<file path="config.mk">
export PLATFORM = sky130hd
export DESIGN_NAME = io_pulse_seq_ctrl
export DESIGN_NICKNAME = d
export VERILOG_FILES = /design/src/rtl/io_ctrl_pkg.sv /design/src/rtl/io_pulse_chan.sv /design/src/rtl/io_pulse_seq_ctrl.sv
export SDC_FILE = /design/constraint.sdc
export NUM_CORES = 1
export LEC_CHECK = 0
export ABC_AREA = 1
export BUFFER_PORTS_ARGS = -buffer_cell sky130_fd_sc_hd__buf_2
export CAP_MARGIN = 25
export CORE_MARGIN = 5
export CORE_UTILIZATION = 60
export CTS_BUF_LIST = sky130_fd_sc_hd__clkbuf_16
export DETAILED_ROUTE_END_ITERATION = 10
export GPL_TIMING_DRIVEN = 0
export PLACE_DENSITY = 0.88
export SYNTH_ARGS = -nofsm -noshare
export SYNTH_HDL_FRONTEND = slang
export SYNTH_SLANG_ARGS = --single-unit
</file>
<file path="constraint.sdc">
create_clock -name clk -period 4.45 [get_ports clk]
set_input_delay 0.89 -clock clk [delete_from_list [all_inputs] [get_ports clk]]
set_output_delay 0.89 -clock clk [all_outputs]
set_load 0.01 [all_outputs]
</file>
<file path="src/rtl/io_ctrl_pkg.sv">
// io_ctrl_pkg: shared types and helpers for the pulse-sequencer IO controller.
//   chan_state_e : per-channel FSM state
//   DW_DEF/CW_DEF: default counter / pulse-count widths
//   lsb()        : low bit index of lane c in a flattened bus of w-bit lanes
package io_ctrl_pkg;

    localparam int DW_DEF = 16;
    localparam int CW_DEF = 8;

    typedef enum logic [2:0] {
        IDLE,
        ARMED,
        DELAY,
        ACTIVE,
        GAP,
        DONE
    } chan_state_e;

    function automatic int lsb(input int c, input int w);
        return c * w;
    endfunction

endpackage

</file>
<file path="src/rtl/io_pulse_chan.sv">
// io_pulse_chan: one programmable pulse-train channel (delay, N pulses of W cycles, G-cycle gaps).
//   clk, rst     : clock, synchronous active-low reset
//   rest_i       : live idle level of the output
//   arm_i, go_i  : config latch strobe, trigger
//   stop_i       : level-sensitive abort, behaves like reset
//   delay_i, width_i, gap_i, count_i : config, sampled only when arm is accepted
//   out_o, busy_o, done_o            : registered output level, running flag, sticky done
module io_pulse_chan
    import io_ctrl_pkg::*;
#(
    parameter int DW = DW_DEF,
    parameter int CW = CW_DEF
) (
    input  logic          clk,
    input  logic          rst,
    input  logic          rest_i,
    input  logic          arm_i,
    input  logic          go_i,
    input  logic          stop_i,
    input  logic [DW-1:0] delay_i,
    input  logic [DW-1:0] width_i,
    input  logic [DW-1:0] gap_i,
    input  logic [CW-1:0] count_i,
    output logic          out_o,
    output logic          busy_o,
    output logic          done_o
);

    chan_state_e   state_q, state_d;
    logic [DW-1:0] cnt_q, cnt_d;
    logic [CW-1:0] pcnt_q, pcnt_d;
    logic [DW-1:0] d_q, w_q, g_q;
    logic [CW-1:0] n_q;
    logic          out_q, busy_q, done_q;
    logic          latch, fire;

    // cnt holds "cycles left minus one" in the current phase; pcnt holds pulses left
    always_comb begin
        latch   = arm_i && (state_q == IDLE || state_q == ARMED || state_q == DONE);
        fire    = go_i && (state_q == ARMED || (state_q == IDLE && arm_i));
        state_d = state_q;
        cnt_d   = cnt_q;
        pcnt_d  = pcnt_q;
        case (state_q)
            IDLE, ARMED, DONE: begin
                if (latch) state_d = ARMED;
                // a same-cycle arm takes the fresh config straight from the inputs
                if (fire) begin
                    state_d = DELAY;
                    cnt_d   = latch ? delay_i : d_q;
                    pcnt_d  = latch ? count_i : n_q;
                end
            end
            DELAY: begin
                if (cnt_q != '0) begin
                    cnt_d = cnt_q - 1'b1;
                end else if (w_q == '0 || pcnt_q == '0) begin
                    state_d = DONE;
                end else begin
                    state_d = ACTIVE;
                    cnt_d   = w_q - 1'b1;
                end
            end
            ACTIVE: begin
                if (cnt_q != '0) begin
                    cnt_d = cnt_q - 1'b1;
                end else if (pcnt_q > CW'(1)) begin
                    pcnt_d  = pcnt_q - 1'b1;
                    // zero gap: next pulse starts immediately, merging with this one
                    state_d = (g_q == '0) ? ACTIVE : GAP;
                    cnt_d   = (g_q == '0) ? w_q - 1'b1 : g_q - 1'b1;
                end else begin
                    state_d = DONE;
                    pcnt_d  = '0;
                end
            end
            GAP: begin
                state_d = (cnt_q == '0) ? ACTIVE : GAP;
                cnt_d   = (cnt_q == '0) ? w_q - 1'b1 : cnt_q - 1'b1;
            end
            default: state_d = IDLE;
        endcase
    end

    always_ff @(posedge clk) begin
        if (!rst || stop_i) begin
            state_q <= IDLE;
            cnt_q   <= '0;
            pcnt_q  <= '0;
            d_q     <= '0;
            w_q     <= '0;
            g_q     <= '0;
            n_q     <= '0;
            out_q   <= rest_i;
            busy_q  <= 1'b0;
            done_q  <= 1'b0;
        end else begin
            state_q <= state_d;
            cnt_q   <= cnt_d;
            pcnt_q  <= pcnt_d;
            if (latch) begin
                d_q <= delay_i;
                w_q <= width_i;
                g_q <= gap_i;
                n_q <= count_i;
            end
            out_q  <= (state_d == ACTIVE) ? ~rest_i : rest_i;
            busy_q <= state_d inside {DELAY, ACTIVE, GAP};
            done_q <= state_d == DONE;
        end
    end

    assign out_o  = out_q;
    assign busy_o = busy_q;
    assign done_o = done_q;

endmodule

</file>
<file path="src/rtl/io_pulse_seq_ctrl.sv">
// io_pulse_seq_ctrl: NCH independent pulse-train output channels fired by a shared trigger.
//   clk, rst                  : clock, synchronous active-low reset
//   rest_level[NCH]           : live idle level per channel
//   arm[NCH], go, hard_stop   : per-channel config latch, shared trigger, global abort
//   cfg_delay/width/gap/count : flattened per-channel config, lane c at [c*W +: W]
//   out_state, busy, complete : per-channel output, running flag, sticky done
//   all_complete              : every channel armed since the last clear is done
module io_pulse_seq_ctrl
    import io_ctrl_pkg::*;
#(
    parameter int NCH = 4,
    parameter int DW  = DW_DEF,
    parameter int CW  = CW_DEF
) (
    input  logic              clk,
    input  logic              rst,
    input  logic [NCH-1:0]    rest_level,
    input  logic [NCH-1:0]    arm,
    input  logic              go,
    input  logic              hard_stop,
    input  logic [NCH*DW-1:0] cfg_delay,
    input  logic [NCH*DW-1:0] cfg_width,
    input  logic [NCH*DW-1:0] cfg_gap,
    input  logic [NCH*CW-1:0] cfg_count,
    output logic [NCH-1:0]    out_state,
    output logic [NCH-1:0]    busy,
    output logic [NCH-1:0]    complete,
    output logic              all_complete
);

    logic [NCH-1:0] mask_q;

    for (genvar c = 0; c < NCH; c++) begin : g_ch
        io_pulse_chan #(.DW(DW), .CW(CW)) u_chan (
            .clk     (clk),
            .rst     (rst),
            .rest_i  (rest_level[c]),
            .arm_i   (arm[c]),
            .go_i    (go),
            .stop_i  (hard_stop),
            .delay_i (cfg_delay[lsb(c, DW) +: DW]),
            .width_i (cfg_width[lsb(c, DW) +: DW]),
            .gap_i   (cfg_gap[lsb(c, DW) +: DW]),
            .count_i (cfg_count[lsb(c, CW) +: CW]),
            .out_o   (out_state[c]),
            .busy_o  (busy[c]),
            .done_o  (complete[c])
        );
    end

    // channels never armed since the last clear must not hold all_complete low
    always_ff @(posedge clk) begin
        if (!rst || hard_stop) mask_q <= '0;
        else mask_q <= mask_q | arm;
    end

    assign all_complete = (|mask_q) && (&(complete | ~mask_q));

endmodule

</file>
# Word-level counts from Yosys, hierarchy flattened
# Cells that the tools add are included.
[classes]
addsub = 16
order_cmp = 4
n_eq_ne = 52
muxes = 100
n_bitwise = 7
reduce_logical = 81
[op_table]
columns = ["cell", "count"]
rows = [
  ["16-bit 2-to-1 mux", 32],
  ["16-bit one-hot mux with 4 select lines", 4],
  ["16-bit zero test", 12],
  ["16-bit by 1-bit subtractor with 16-bit output, second input constant", 12],
  ["8-bit 2-to-1 mux", 16],
  ["3-bit 2-to-1 mux", 32],
  ["8-bit one-hot mux with 2 select lines", 4],
  ["16-bit nonzero test", 4],
  ["3-bit by 2-bit equality test with 1-bit output, second input constant", 16],
  ["3-bit equality test, second input constant", 16],
  ["3-bit one-hot mux with 4 select lines", 4],
  ["8-bit by 1-bit > comparator with 1-bit output, second input constant", 4],
  ["8-bit zero test", 4],
  ["8-bit by 1-bit subtractor with 8-bit output, second input constant", 4],
  ["4-bit AND reduction", 5],
  ["1-bit logical OR", 17],
  ["4-bit nonzero test", 4],
  ["1-bit logical AND", 13],
  ["3-bit by 1-bit equality test with 1-bit output, second input constant", 4],
  ["3-bit zero test", 4],
  ["3-bit by 1-bit != test with 1-bit output, second input constant", 4],
  ["3-bit by 2-bit != test with 1-bit output, second input constant", 4],
  ["3-bit AND reduction", 4],
  ["3-bit nonzero test", 4],
  ["other kinds (10)", 33],
]
[totals]
regBits = 348
inputBits = 236
word_cells = 301

# Logic depth before layout (Yosys ltp)
[logic_depth]
word_depth = 10
mapped_depth = 17
mapped_depth_nobuf = 17

# Hierarchy
# A second synthesis with hierarchy kept.
[unflattened]
cells_unflattened = 3177
hier_area_um2 = 20973.9
[modules_own_cells]
columns = ["module", "instances", "cells_each", "area_per_inst_um2", "seq_area_each_um2"]
rows = [
  ["io_pulse_chan at g_ch[0].u_chan ...", 2, 775, 5121.2, 1721.7],
  ["io_pulse_chan at g_ch[3].u_chan", 1, 824, 5432.7, 1721.7],
  ["io_pulse_chan at g_ch[2].u_chan", 1, 776, 5129.9, 1721.7],
  ["io_pulse_seq_ctrl", 1, 27, 168.9, 80.1],
]

# Least setup slack after synthesis
# OpenSTA, ideal clock, no wires.
[synth_timing]
path_kind = "in2reg"
startpoint = "input port arm[1]"
endpoint = "register g_ch[1].u_chan.cnt_q[6]"
setup_time_ns = 0.070
t_arrival_ns = 2.034
setup_slack_ns = 2.345
stages = 12
path_buffers = 2
path_cell_list = "buf_4 > inv_1 > nand2_1 > nand4_1 > nand2_1 > inv_1 > a21oi_2 > nand3_4 > buf_6 > a21oi_1 > nand2_1 > a21oi_1"
[synth_via]
elab_chain_len = 5
[synth_lines]
columns = ["item", "line_no", "text"]
rows = [
  ["start: declaration", "io_pulse_seq_ctrl.sv:18", "input logic [NCH-1:0] arm,"],
  ["1-bit logical AND", "io_pulse_chan.sv:40", "fire = go_i && (state_q == ARMED || (state_q == IDLE && arm_i));"],
  ["1-bit logical OR", "io_pulse_chan.sv:40", ""],
  ["1-bit logical AND", "io_pulse_chan.sv:40", ""],
  ["2-bit by 1-bit != test with 1-bit output (no source line)", "n/a", ""],
  ["4-bit AND reduction (no source line)", "n/a", ""],
  ["end signal: assignment", "io_pulse_chan.sv:99", "cnt_q <= cnt_d;"],
  ["end: declaration", "io_pulse_chan.sv:30", "logic [DW-1:0] cnt_q, cnt_d;"],
]
# Parallel ways exist; a longest one is shown, timed or not. The select of a mux whose other input is x is not followed.
# A chain may end at the register's enable or synchronous reset.

# Worst setup path after layout
[layout_timing]
startpoint = "input port hard_stop"
endpoint = "register g_ch[0].u_chan.pcnt_q[1]"
[layout_via]
elab_chain_len = 1
[layout_lines]
columns = ["item", "line_no", "text"]
rows = [
  ["start: declaration", "io_pulse_seq_ctrl.sv:20", "input logic hard_stop,"],
  ["1-bit logical OR", "io_pulse_chan.sv:86", "if (!rst || stop_i) begin"],
  ["end signal: assignment", "io_pulse_chan.sv:100", "pcnt_q <= pcnt_d;"],
  ["end: declaration", "io_pulse_chan.sv:31", "logic [CW-1:0] pcnt_q, pcnt_d;"],
]
# No other way between the ends.

==> reports/results.md <==
| Step | Parameter | Reported |
|:---|:---|:---|
| logic synthesis | Share of the synthesized area in compound gates (AO/OA/AOI/OAI) | 14.6% |
| cts | Maximum root-to-sink buffer count | 3 |
| logic synthesis | Post-Syn Instances | 3359 |
| power | Sequential share of power | 37.3% |
| logic synthesis | Most used flip-flop cell after synthesis | dfxtp_1 |
| die | Starting Density | 60.7% |
| power | Pwr Density | 369 nW/µm² |
| sta | Total count of hold-check failures in the final report | 0 |
| run | Max capacitance violation total | 0 |
| place | Cell area after placement | 23400 µm² |
| sta | Final worst slack | 1310 ps |
| logic synthesis | Fraction of the mapped netlist area in simple logic gates | 34.2% |
| sta | Setup TNS Final | 0 ps |
| sta | Period utilisation layout | 70.4% |
| die | Overall die width | 200 µm |
| die | Count of standard-cell rows | 69 |
| cells and area | Fin nets | 3917 |
| global routing | Vias in the first global route | 21119 |
| route | Vias | 22846 |
| sta | Unrepaired setup endpoints after global routing | false |
| cts | Clock-pin slew on the worst setup and hold paths | 60 ps |
| cells and area | Design area | 24500 µm² |
| route | DRC violation total after the first TritonRoute iteration | 1882 |
| route | M1 wire length | 28.4 mm |
| cts | Clock tree from TritonCTS | yes |
| global routing | Wire length of the first global-routing pass | 105 mm |
| power | Share of power burned in combinational logic | 29.6% |
| route | Routed wl met2 | 30.2 mm |
| logic synthesis | Combinational family with the most area after synthesis | simple AND/OR/NAND/NOR gates |
| power | Net switching share of the total power | 35.4% |
| setup path | Reg-to-reg startpoint | g_ch[0].u_chan.state_q[0] |
| route | Average wire per cell in the routed design | 16.2 µm |
| hold path | HP Class | reg2reg |
| power | Internal Pwr Total | 5.84 mW |
| setup path | Endpoint class of the critical path | flop |
| route | Per-cell via count in the routed design | 5.53 |
| status | Status | completed |
| cells and area | Most frequent standard cell in the layout excluding fill and tap cells | nand2_1 |
| setup path | Crit path required time | 4940 ps |
| place | Pre-CTS setup slack | 832 ps |
| cts | Maximum level of the CTS H-tree | 2 |
| logic synthesis | Number of enable flip-flop cells after synthesis | 0 |
| cts | CTS Root Cell | clkbuf_16 |
| place | Post-DP HPWL | 52.1 mm |
| setup path | Crit start category | input pin |
| setup path | CP max FO | 10 |
| setup path | Category of the most critical setup path | in2reg |
| power | VDD IR-drop max | 384 µV |
| die | Number of top-level pins | 249 |
| sta | Total of endpoints with negative setup slack in the final report | 0 |
| cts | Number of buffers inserted by hold repair at cts | 0 |
| cts | Post-cts resize count | 0 |
| cts | Number of buffers added for setup after CTS | 0 |
| sta | Fin. max-slew vios | 0 |
| die | Floorplan die area | 39900 µm² |
| global routing | Initial antenna violation count | 1 |
| global routing | Aggregate global routing overflow | 0 |
| logic synthesis | Area share of fa/ha/maj cells after synthesis | 2.09% |
| place | Count of port buffers added during placement | 247 |
| cells and area | Ratio of cells with drive above 1 in the final layout | 13.3% |
| logic synthesis | Proportion of synthesized chip area in sequential cells | 32.3% |
| logic synthesis | Total nets after synthesis | 3631 |
| power | Switching power summed over all nets | 3.21 mW |
| sta | Worst-margin pin slew | 962 ps |
| route | Number of detailed-route iterations in the first pass | 8 |
| logic synthesis | Synth Area in XOR/XNOR | 4.22% |
| hold path | Hold Path Origin | g_ch[3].u_chan.n_q[3] |
| logic synthesis | Number of distinct library cell variants in the gate-level netlist after synthesis | 52 |
| die | Height of the die | 200 µm |
| logic synthesis | Yosys warning total | 0 |
| logic synthesis | Post-synthesis average cell area | 6.43 µm² |
| global routing | Pin count of the biggest net entering global routing | 14 |
| logic synthesis | Multiplexer fraction of the synthesized cell area | 3.11% |
| route | Highest metal layer with signal wires | met5 |
| sta | Post-Route Skew | 17.5 ps |
| logic synthesis | Seq cells post-synth | 348 |
| route | Number of remaining DRC errors | 0 |
| cells and area | Fill count | 3271 |
| logic synthesis | Share of synthesized registers carrying an async set or reset | 0% |
| place | GP Congestion | 1.04 |
| route | Met3 wire length | 5.06 mm |
| cells and area | Diodes inserted | 0 |
| power | Static Leakage | 11.9 nW |
| route | Final WL | 67.0 mm |
| cts | Clock net sink count | 348 |
| cts | Clock latency reported for the late side of the worst-skew pair | 570 ps |
| setup path | Data arrival time of the critical path | 3620 ps |
| setup path | Origin of the worst setup path | hard_stop |
| global routing | All-layer global routing usage | 32.4% |
| cells and area | Commonest cells after routing, fill and taps aside | nand2_1, nor2_1, inv_1 |
| sta | Max transition margin | 35.9% |
| sta | Min cycle time layout | 3140 ps |
| cells and area | Area growth, synth to finish | 13.7% |
| logic synthesis | Netlist area before placement | 21600 µm² |
| die | Floorplan Core Area | 35600 µm² |
| cts | Total CTS buffers | 37 |
| power | Clock share of power | 33.2% |
| route | Count of nets left with antenna violations after detail routing | 0 |
| setup path | Slack of the worst reg-to-reg path | 2130 ps |
| sta | Max Clk Rate | 319 MHz |
-- through the flow --
stage | hold WS, ps | instances | util (%) | power, mW
after floorplan | 449 | 3359 | - | 5.32
after global placement | 461 | 4067 | 65.8 | 6.01
after detailed placement | 469 | 4067 | 65.8 | 6.04
after CTS | 478 | 4132 | 69.0 | 9.01
after global routing | 503 | 4132 | 69.0 | 9.51
final | 474 | 4132 | 69.0 | 9.05
-- critical path, stage by stage --
cell and delay (ps):
buf_2 90, nor2_1 270, clkbuf_1 610, buf_2 440
clkbuf_1 760, o21ai_0 310, a21oi_1 240
-- layout make-up --
| cell class | count | area, µm² | share of cell area [%] |
|---|---|---|---|
| inverter | 366 | 1380 | 5.61 |
| multi-input combinational | 2512 | 12600 | 51.2 |
| sequential | 348 | 6970 | 28.4 |
| clock buffer | 39 | 976 | 3.98 |
| buffer | 133 | 686 | 2.79 |
| tap | 461 | 577 | 2.35 |
| timing repair buffer | 247 | 1240 | 5.04 |
| clock inverter | 26 | 165 | 0.673 |
-- per-layer routing --
metal  vias up  global-route usage [%]
li1      11414                       -
met1     10330                    42.7
met2       922                    52.6
met3       178                    4.11
met4         2                    15.8
met5         -                       0
-- power groups by stage --
stage,combinational (mW),sequential [mW],clock [mW]
after floorplan,1.91,3.41,0
after global placement,2.58,3.43,0
after detailed placement,2.60,3.44,0
after CTS,2.62,3.37,3.02
after global routing,2.97,3.39,3.15
final,2.67,3.37,3.00
-- registers in the layout (all words and copies together), names as in the netlist --
signal,cells
g_ch.u_chan.state_q,12
g_ch.u_chan.g_q,64
g_ch.u_chan.pcnt_q,32
g_ch.u_chan.out_o,4
g_ch.u_chan.d_q,64
g_ch.u_chan.done_o,4
g_ch.u_chan.n_q,32
g_ch.u_chan.w_q,64
g_ch.u_chan.busy_o,4
mask_q,4
g_ch.u_chan.cnt_q,64
-- Yosys cell counts (6+ instances only) --
library cell / n / area (µm²)
a21oi_1: 261 / 1310
a31oi_1: 8 / 50.1
buf_1: 12 / 45.0
buf_2: 34 / 170
buf_4: 26 / 195
buf_6: 6 / 67.6
clkbuf_1: 54 / 203
dfxtp_1: 348 / 6970
ha_1: 36 / 450
inv_1: 344 / 1290
inv_2: 19 / 71.3
mux2i_1: 67 / 671
nand2_1: 785 / 2950
nand2_2: 13 / 81.3
nand3_1: 244 / 1220
nand3_2: 6 / 60.1
nand3b_1: 7 / 52.6
nand4_1: 39 / 244
nor2_1: 506 / 1900
nor2_2: 22 / 138
nor2_4: 16 / 180
nor3_1: 37 / 185
nor4_1: 6 / 37.5
o211ai_1: 8 / 60.1
o21a_1: 13 / 97.6
o21ai_0: 239 / 1200
o21ai_1: 10 / 50.1
o22ai_1: 20 / 125
or2_2: 19 / 119
xnor2_1: 16 / 140
xor2_1: 88 / 771
-- cell families after synthesis --
| kind of cell | Yosys count |
|---|---|
| simple gates | 1717 |
| compound gates | 588 |
| buf+inv | 499 |
| flops | 348 |
| xor+xnor | 104 |
| mux | 67 |
| fa+ha+maj | 36 |
-- worst paths after layout --
| check | endpoint | cells after the start |
|---|---|---|
| worst min-delay path | g_ch[3].u_chan.n_q[3] | 2 |
| worst min register to register | g_ch[3].u_chan.n_q[3] | 2 |
| worst max-delay path | g_ch[0].u_chan.pcnt_q[1] | 7 |
| worst max register to register | g_ch[0].u_chan.pcnt_q[1] | 10 |
Note: power is estimated with default switching activity, not from simulation.
